**src/rtl/axi_mem_slave.sv**
```systemverilog
// axi_mem_slave: single-beat AXI4 slave in front of a 1-cycle-latency word memory,
// with one exclusive-access reservation and one transaction in flight at a time.
module axi_mem_slave #(
  parameter int MEM_BYTES = 4096,
  parameter int AXI_DW = 32,
  localparam int AW = ($clog2(MEM_BYTES) > 2) ? $clog2(MEM_BYTES) - 2 : 1
) (
  input  logic              clk,
  input  logic              rst,
  input  logic [31:0]       awaddr,
  input  logic [7:0]        awlen,
  input  logic [2:0]        awsize,
  input  logic [1:0]        awburst,
  input  logic              awlock,
  input  logic [3:0]        awcache,
  input  logic [2:0]        awprot,
  input  logic              awvalid,
  output logic              awready,
  input  logic [AXI_DW-1:0] wdata,
  input  logic [AXI_DW/8-1:0] wstrb,
  input  logic              wlast,
  input  logic              wvalid,
  output logic              wready,
  output logic [1:0]        bresp,
  output logic              bvalid,
  input  logic              bready,
  input  logic [31:0]       araddr,
  input  logic [7:0]        arlen,
  input  logic [2:0]        arsize,
  input  logic [1:0]        arburst,
  input  logic              arlock,
  input  logic [3:0]        arcache,
  input  logic [2:0]        arprot,
  input  logic              arvalid,
  output logic              arready,
  output logic [AXI_DW-1:0] rdata,
  output logic [1:0]        rresp,
  output logic              rlast,
  output logic              rvalid,
  input  logic              rready,
  output logic              mem_en,
  output logic [3:0]        mem_we,
  output logic [AW-1:0]     mem_addr,
  output logic [31:0]       mem_wdata,
  input  logic [31:0]       mem_rdata
);
  typedef enum logic [2:0] {IDLE, RD_MEM, RD_RESP, WR_MEM, WR_RESP} state_t;
  state_t state_q, state_d;
  logic [AW-1:0] addr_q, addr_d, resv_idx_q, resv_idx_d;
  logic lock_q, lock_d, ok_q, ok_d, resv_v_q, resv_v_d;
  logic [3:0] strb_q, strb_d;
  logic [31:0] data_q, data_d;
  logic [1:0] resp_q, resp_d, ar_err, aw_err;
  logic resv_hit;
  logic unused_ok;
  assign unused_ok = ^{awsize, arsize, awcache, arcache, awprot, arprot, wlast, wdata, wstrb, araddr[1:0], awaddr[1:0]};
  always_comb begin
    ar_err = (arlen != 8'd0 || arburst == 2'b00) ? 2'b10 : (araddr >= 32'(MEM_BYTES)) ? 2'b11 : 2'b00;
    aw_err = (awlen != 8'd0 || awburst == 2'b00) ? 2'b10 : (awaddr >= 32'(MEM_BYTES)) ? 2'b11 : 2'b00;
    resv_hit = resv_v_q && resv_idx_q == awaddr[AW+1:2];
    arready = !rst && state_q == IDLE;
    awready = !rst && state_q == IDLE && awvalid && wvalid && !arvalid;
    wready = awready;
    state_d = state_q;
    addr_d = addr_q;
    lock_d = lock_q;
    ok_d = ok_q;
    strb_d = strb_q;
    data_d = data_q;
    resp_d = resp_q;
    resv_v_d = resv_v_q;
    resv_idx_d = resv_idx_q;
    case (state_q)
      IDLE: if (arready && arvalid) begin
        state_d = RD_MEM;
        addr_d = araddr[AW+1:2];
        lock_d = arlock;
        ok_d = ar_err == 2'b00;
        resp_d = (ar_err != 2'b00) ? ar_err : {1'b0, arlock};
      end else if (awready) begin
        state_d = WR_MEM;
        addr_d = awaddr[AW+1:2];
        lock_d = awlock;
        strb_d = wstrb[3:0];
        data_d = wdata[31:0];
        // a failed exclusive write is suppressed but still answers OKAY
        ok_d = aw_err == 2'b00 && (!awlock || resv_hit);
        resp_d = (aw_err != 2'b00) ? aw_err : {1'b0, awlock && resv_hit};
      end
      RD_MEM: begin
        state_d = RD_RESP;
        resv_v_d = (ok_q && lock_q) ? 1'b1 : resv_v_q;
        resv_idx_d = (ok_q && lock_q) ? addr_q : resv_idx_q;
      end
      RD_RESP: state_d = rready ? IDLE : RD_RESP;
      WR_MEM: begin
        state_d = WR_RESP;
        resv_v_d = (ok_q && resv_idx_q == addr_q) ? 1'b0 : resv_v_q;
      end
      WR_RESP: state_d = bready ? IDLE : WR_RESP;
      default: state_d = IDLE;
    endcase
    if (rst) begin
      state_d = IDLE;
      resv_v_d = 1'b0;
      ok_d = 1'b0;
    end
  end
  always_ff @(posedge clk) begin
    state_q <= state_d;
    addr_q <= addr_d;
    lock_q <= lock_d;
    ok_q <= ok_d;
    strb_q <= strb_d;
    data_q <= data_d;
    resp_q <= resp_d;
    resv_v_q <= resv_v_d;
    resv_idx_q <= resv_idx_d;
  end
  assign mem_en = !rst && ok_q && (state_q == RD_MEM || state_q == WR_MEM);
  assign mem_we = (!rst && ok_q && state_q == WR_MEM) ? strb_q : 4'b0000;
  assign mem_addr = addr_q;
  assign mem_wdata = data_q;
  assign rvalid = state_q == RD_RESP;
  assign rlast = rvalid;
  assign bvalid = state_q == WR_RESP;
  assign rdata = (rvalid && ok_q) ? AXI_DW'(mem_rdata) : '0;
  assign rresp = rvalid ? resp_q : 2'b00;
  assign bresp = bvalid ? resp_q : 2'b00;
endmodule

```
**config.mk**
```make
export PLATFORM = sky130hd
export DESIGN_NAME = axi_mem_slave
export DESIGN_NICKNAME = d
export VERILOG_FILES = /design/src/rtl/axi_mem_slave.sv
export SDC_FILE = /design/constraint.sdc
export NUM_CORES = 1
export LEC_CHECK = 0
export ABC_AREA = 1
export CAP_MARGIN = 10
export CORE_ASPECT_RATIO = 1.25
export CORE_MARGIN = 4
export CORE_UTILIZATION = 29
export CTS_CLUSTER_SIZE = 30
export DETAILED_ROUTE_END_ITERATION = 10
export GPL_TIMING_DRIVEN = 0
export PLACE_DENSITY = 0.78
export SLEW_MARGIN = 20
export SYNTH_ARGS = -nofsm -noshare
export SYNTH_HDL_FRONTEND = slang
export SYNTH_SLANG_ARGS = --single-unit
```
**constraint.sdc**
```tcl
create_clock -name clk -period 1.8 [get_ports clk]
set_clock_uncertainty 0.1 [all_clocks]
set_input_delay 0.18 -clock clk [delete_from_list [all_inputs] [get_ports clk]]
set_output_delay 0.18 -clock clk [all_outputs]
set_load 0.01 [all_outputs]
```
Word level (Yosys, flattened, before mapping)
Cells that the tools add are included.
- flip-flop bits (word level): 64
- word-level logic and storage cells: 83
- mux-type cells: 26
- bitwise gates (word level): 1
- equality and inequality tests: 9
- order comparisons: 2
- reductions and logical operators: 36
- operators by type and width (cell ; count):
    >= comparator 32 x 13 -> 1 bit, second input constant ; 2
    2-to-1 mux 32 bit ; 1
    2-to-1 mux 2 bit ; 11
    == test 10 bit ; 2
    2-to-1 mux 10 bit ; 2
    nonzero test 8 bit ; 2
    one-hot mux 3 bit (5 select lines) ; 1
    logical AND 1 bit ; 14
    2-to-1 mux 3 bit ; 3
    zero test 2 bit ; 4
    nonzero test 2 bit ; 4
    == test 3 x 2 -> 1 bit, second input constant ; 2
    2-to-1 mux 1 bit ; 6
    AND reduction 3 bit ; 2
    logical OR 1 bit ; 4
    2-to-1 mux 4 bit ; 1
    inequality test 2 bit, second input constant ; 2
    AND reduction 2 bit ; 2
    == test 3 x 1 -> 1 bit, second input constant ; 1
    == test 3 bit, second input constant ; 1
    zero test 1 bit ; 3
    zero test 3 bit ; 1
    inequality test 3 x 2 -> 1 bit, second input constant ; 1
    one-hot mux 1 bit (2 select lines) ; 1
    NOT 1 bit ; 1

Logic depth before layout (Yosys ltp)
- depth after elaboration: 8
- depth in mapped cells: 10

Least setup slack after synthesis
Ideal clock, no wire load.
- path kind: reg2reg
- start: register state_q[1]
- end: register data_q[0], in the netlist mem_wdata[0], enable pin
- cell stages (with the launch flop): 6
- slack: -172 ps
- data arrival time: 1481 ps
- library setup time: 391 ps
- path buffers: 0
- clock period less this slack: 1972 ps
- cells stage by stage: dfxtp_1 > nor2_2 > nand2_2 > nor2_4 > nand2_1 > inv_1
- longest elaborated chain between the ends: 6
- elaborated cells between the ends (all ways): 8
- those cells by class: bitwise (1); reduce/logical (7)
- ends and longest elaborated chain (element ; RTL line ; source):
    start, declared ; 48 ; state_t state_q, state_d;
    start signal, assigned ; 110 ; state_q <= state_d;
    zero test 3 bit * ; 61 ; arready = !rst && state_q == IDLE;
    logical AND 1 bit * ; 61 ;
    via arready ; 35 ; output logic arready,
    logical AND 1 bit (3 in series) ; 62 ; awready = !rst && state_q == IDLE && awvalid && wvalid && !arvalid;
    AND reduction 3 bit (no line) * ; -- ;
    end signal, assigned ; 115 ; data_q <= data_d;
    end, declared ; 52 ; logic [31:0] data_q, data_d;
Mark *: on every way through the listed nets, which the timed path passes. The rest lies on a longest branch.
A chain may end at the register's enable or synchronous reset.

Worst setup path after layout
- start: register state_q[0]
- end: output wready
- longest elaborated chain between the ends: 5
- ends and longest elaborated chain (element ; RTL line ; source):
    zero test 3 bit ; 62 ;
    logical AND 1 bit (4 in series) ; 62 ;
    end, declared ; 23 ; output logic wready,
No other way between the ends.

==> results.txt <==
The first global-routing pass estimated 15.73 mm of wire. The total iterations of the first detailed-routing run came out at 5. The slowest stage of the critical path belongs to the cell sky130_fd_sc_hd__dfxtp_2. The maximum root-to-sink buffer count came out at 2. The flow ran to the end, and the final reports show no timing, DRC or antenna violations.

The worst ir drop on vdd came out at about 0.44 mV. Global routing used 16.73% of the available tracks. The minimum period implied by the final worst setup slack came out at between 1.5 and 2 ns. The count of cells along the worst hold path is 2. The met1 global-route usage came out at between 10% and 20%. The H-tree was split into 3 levels. The area share of fa/ha/maj cells after synthesis came out at 0%. Leaving out fill and tap cells, the most frequent cells in the layout are sky130_fd_sc_hd__clkdlybuf4s50_1 (197), sky130_fd_sc_hd__nor2_1 (92), sky130_fd_sc_hd__nand2_1 (71), sky130_fd_sc_hd__inv_1 (68), sky130_fd_sc_hd__edfxtp_1 (59). The initial antenna violation count is 0. The netlist area before placement is 3118 sq um.

The dominant combinational cell family by area after synthesis is simple AND/OR/NAND/NOR gates. Clock tree synthesis found a total of 64 sinks. The average cell area after synthesis is 8.685 sq um. The number of top-level pins is approximately 270. In the global route stage, met2 resource usage came out at about a third.

The count of routing violations after the opening detailed-route iteration came out at 106. The final global-route overflow total is 0. For this run, the top clock speed supported by timing is 0.5759 GHz.

Dividing the final minimum period by the clock period gives 96.47%. On the worst path, the slowest cell contributes a delay of 0.34 ns. The transition time at the pin with the least slew margin came out at slightly above 0.4 ns. The largest fanout of any net on the critical path is 3. In this run the tightest slew margin relative to its limit is between 70% and 80%. The count of hold-fix buffers inserted at cts came out at 0. Once the floorplan was initialized, standard cells occupied a little under 30% of the core. The post-synthesis net count came out at around 540. The placeable core region is 10560 sq um.

Yosys mapped the design onto 27 distinct sky130hd cell types. Using the TritonRoute via totals, the vias-per-cell ratio works out to 4.317. The required time reported for the critical path endpoint came out at 1.52 ns. Dividing total power by cell area gives a power density of 731.0 nW/um^2. The cell type group with the largest total delay on the critical path is simple AND/OR/NAND/NOR gates. The worst path meets setup with 0.06351 ns of slack.

The antenna diode count came out at 0. The share of synthesized area occupied by flip-flops and latches is ~60%. The worst hold margin came out at 0.1962 ns. The total buffers and inverters traversed by the critical path came out at 4. Of the post-synthesis cell area, the dominant cell type holds 56.82%.

The via count of the first global-routing pass came out at 3269. During synthesis, Yosys emitted a total of 0 warnings. The static leakage came out at 0.002732 uW. The count of fill cells added during filler insertion came out at about 950. Leaving out fill and tap cells, the most frequent cell in the layout is sky130_fd_sc_hd__clkdlybuf4s50_1.

Clock-pin slew was measured on the worst setup and hold paths at roughly 0.05 ns. The post-detailed-route DRC marker count is 0. The CTS tree is done. The later-pin clock latency in the skew report is between 0.3 and 0.4 ns.

The signal on the critical path passes through nor2_4 -> nand2_4 -> nor2_4 -> nand2_4 -> buf_4 -> inv_2 -> buf_4 -> buf_6. In this run the horizontal extent of the chip is 100.7 um. The area added between synthesis and finish is 94.38%. For this run, global-route usage on met3 was measured as 6.275%.

The total via count after detailed routing came out at 3294. The worst setup slack after placement came out at -0.5378 ns. The placer's final routability congestion estimate came out at 0.8244. The data arrival time of the critical path is approximately 1.5 ns. The biggest area contributor in the post-synthesis netlist is sky130_fd_sc_hd__edfxtp_1.

The critical path launch point type is a flop. The final setup violation count came out at 0. The post-route antenna net violation count came out at 0.

The xor-xnor portion of the synthesized cell area came out at roughly 1.1%. The count of input and output buffers came out at approximately 250. STA classifies the critical path endpoint as a primary output.

The class of the tightest hold or removal check is in -> reg. Counting the buffers created by CTS gives 9. The total wirelength of the detailed-routed design is 11.08 mm.

The instance count after placement with tap cells included came out at about 740. The critical path is of the reg -> out type. After synthesis, the cell types taking the most area are sky130_fd_sc_hd__edfxtp_1 (57%), sky130_fd_sc_hd__nor2_1 (11%), sky130_fd_sc_hd__nand2_1 (9.0%). The estimated wirelength of the detail-placed design came out at 9.175 mm. The detail-routed net length per standard cell is 14.53 um.

The final count of hold timing violations is 0. The die outline height is around 120 um. Counting cells, the worst reg-to-reg path comes to 10.

The number of pins exceeding their max-slew limit in the final report is 0. met2 is the most crowded layer. The count of cell instances traversed by the critical path is 8. The share of the core filled with cells in the final layout is between 50% and 60%. Adding up every negative setup slack in the final design gives 0 ns. The multiplexer share of the synthesized area is 0%. In the final layout, the share of cells above drive strength 1 is between 15 and 20%.

The register bit count reported by yosys came out at 64. Entering global routing, the biggest net connects 19 pins. The simple-gate share of the synthesized area is 24.36%. The final net count came out at roughly 810. Max-cap violations in this run came to 0. The final standard cell count with taps included and fillers excluded is 763. The gate count after technology mapping came out at 359. The number of rows in the core area is between 40 and 50. Setup repair after global routing could not meet its margin everywhere. The die covers 12490 sq um. CTS placed an instance of sky130_fd_sc_hd__clkbuf_16 at the clock tree root. The compound-gate portion of the synthesized area came out at between 3 and 4%.
logic make-up (layout without fill, tap and decap cells):
family | Yosys count | in the layout
flip-flops | 64 | 64
AO/OA/AOI/OAI | 20 | 20
buffers and inverters | 82 | 354
AND/OR/NAND/NOR | 189 | 189
XOR/XNOR | 4 | 4
report_power, final:
part,leakage (uW),switching (uW),internal [uW]
clock,0.000147,606,1200
sequential,0.000577,48.2,1710
combinational,0.00201,344,526
what timing repair did:
action	in CTS	in global routing
setup buffers	6	5
gates cloned	1	0
gates resized for setup	123	48
pin swaps	4	4
setup endpoints to repair	83	35
flip-flops by register name, summed over array words and instances (netlist names):
| register | count |
|---|---|
| mem_wdata | 32 |
| mem_addr | 10 |
| resv_idx_q | 10 |
| strb_q | 4 |
| state_q | 3 |
| resp_q | 2 |
| lock_q | 1 |
| ok_q | 1 |
| resv_v_q | 1 |
stage by stage:
step	power (uW)	area, sq um
2_1_floorplan	2031	3122
3_3_place_gp	2577	5739
3_5_place_dp	2596	5739
4_1_cts	4446	6131
5_1_grt	4632	6061
6_report	4430	6061
cells in the mapped netlist, drive strengths merged:
library cell / count
dfxtp: 5
o21bai: 2
clkinv: 1
buf: 7
o22ai: 2
nor3: 4
nand4: 4
o2bb2ai: 1
o211ai: 2
nand3: 3
o21ai: 10
nand3b: 1
a21boi: 1
nand2: 77
inv: 74
a21oi: 2
xor2: 4
edfxtp: 59
and3: 1
nor2: 99
area by class of cell:
| class | count | area (sq um) | share of cell area [%] |
|---|---|---|---|
| Timing Repair Buffer | 256 | 2361 | 38.96 |
| Sequential cell | 64 | 1878 | 30.99 |
| Inverter | 75 | 300.3 | 4.955 |
| Multi-Input combinational cell | 213 | 977.2 | 16.12 |
| Tap cell | 132 | 165.2 | 2.725 |
| Clock inverter | 6 | 85.08 | 1.404 |
| Timing Repair inverter | 1 | 7.507 | 0.1239 |
| Buffer | 7 | 61.31 | 1.012 |
| Clock buffer | 9 | 225.2 | 3.716 |
per-layer routing:
layer  part of all wire [%]  routed length, um  up-vias
met5                      0                  0        -
met3                     12               1342       14
met4                    1.5                170        0
met2                     55               6096      178
li1                       -                  -     1641
met1                     31               3475     1461
path summary, 6_finish.rpt:
check                           from                 endpoint  slack, ns
max reg2reg  state_q[0]$_SDFFE_PP0P_    mem_addr[6]$_DFFE_PP_       0.12
min                              rst  state_q[2]$_SDFFE_PP0P_       0.20
max          state_q[0]$_SDFFE_PP0P_                   wready       0.06
min reg2reg    resv_v_q$_SDFFE_PP0P_    resv_v_q$_SDFFE_PP0P_       0.37
Note: power is estimated with default switching activity, not from simulation.
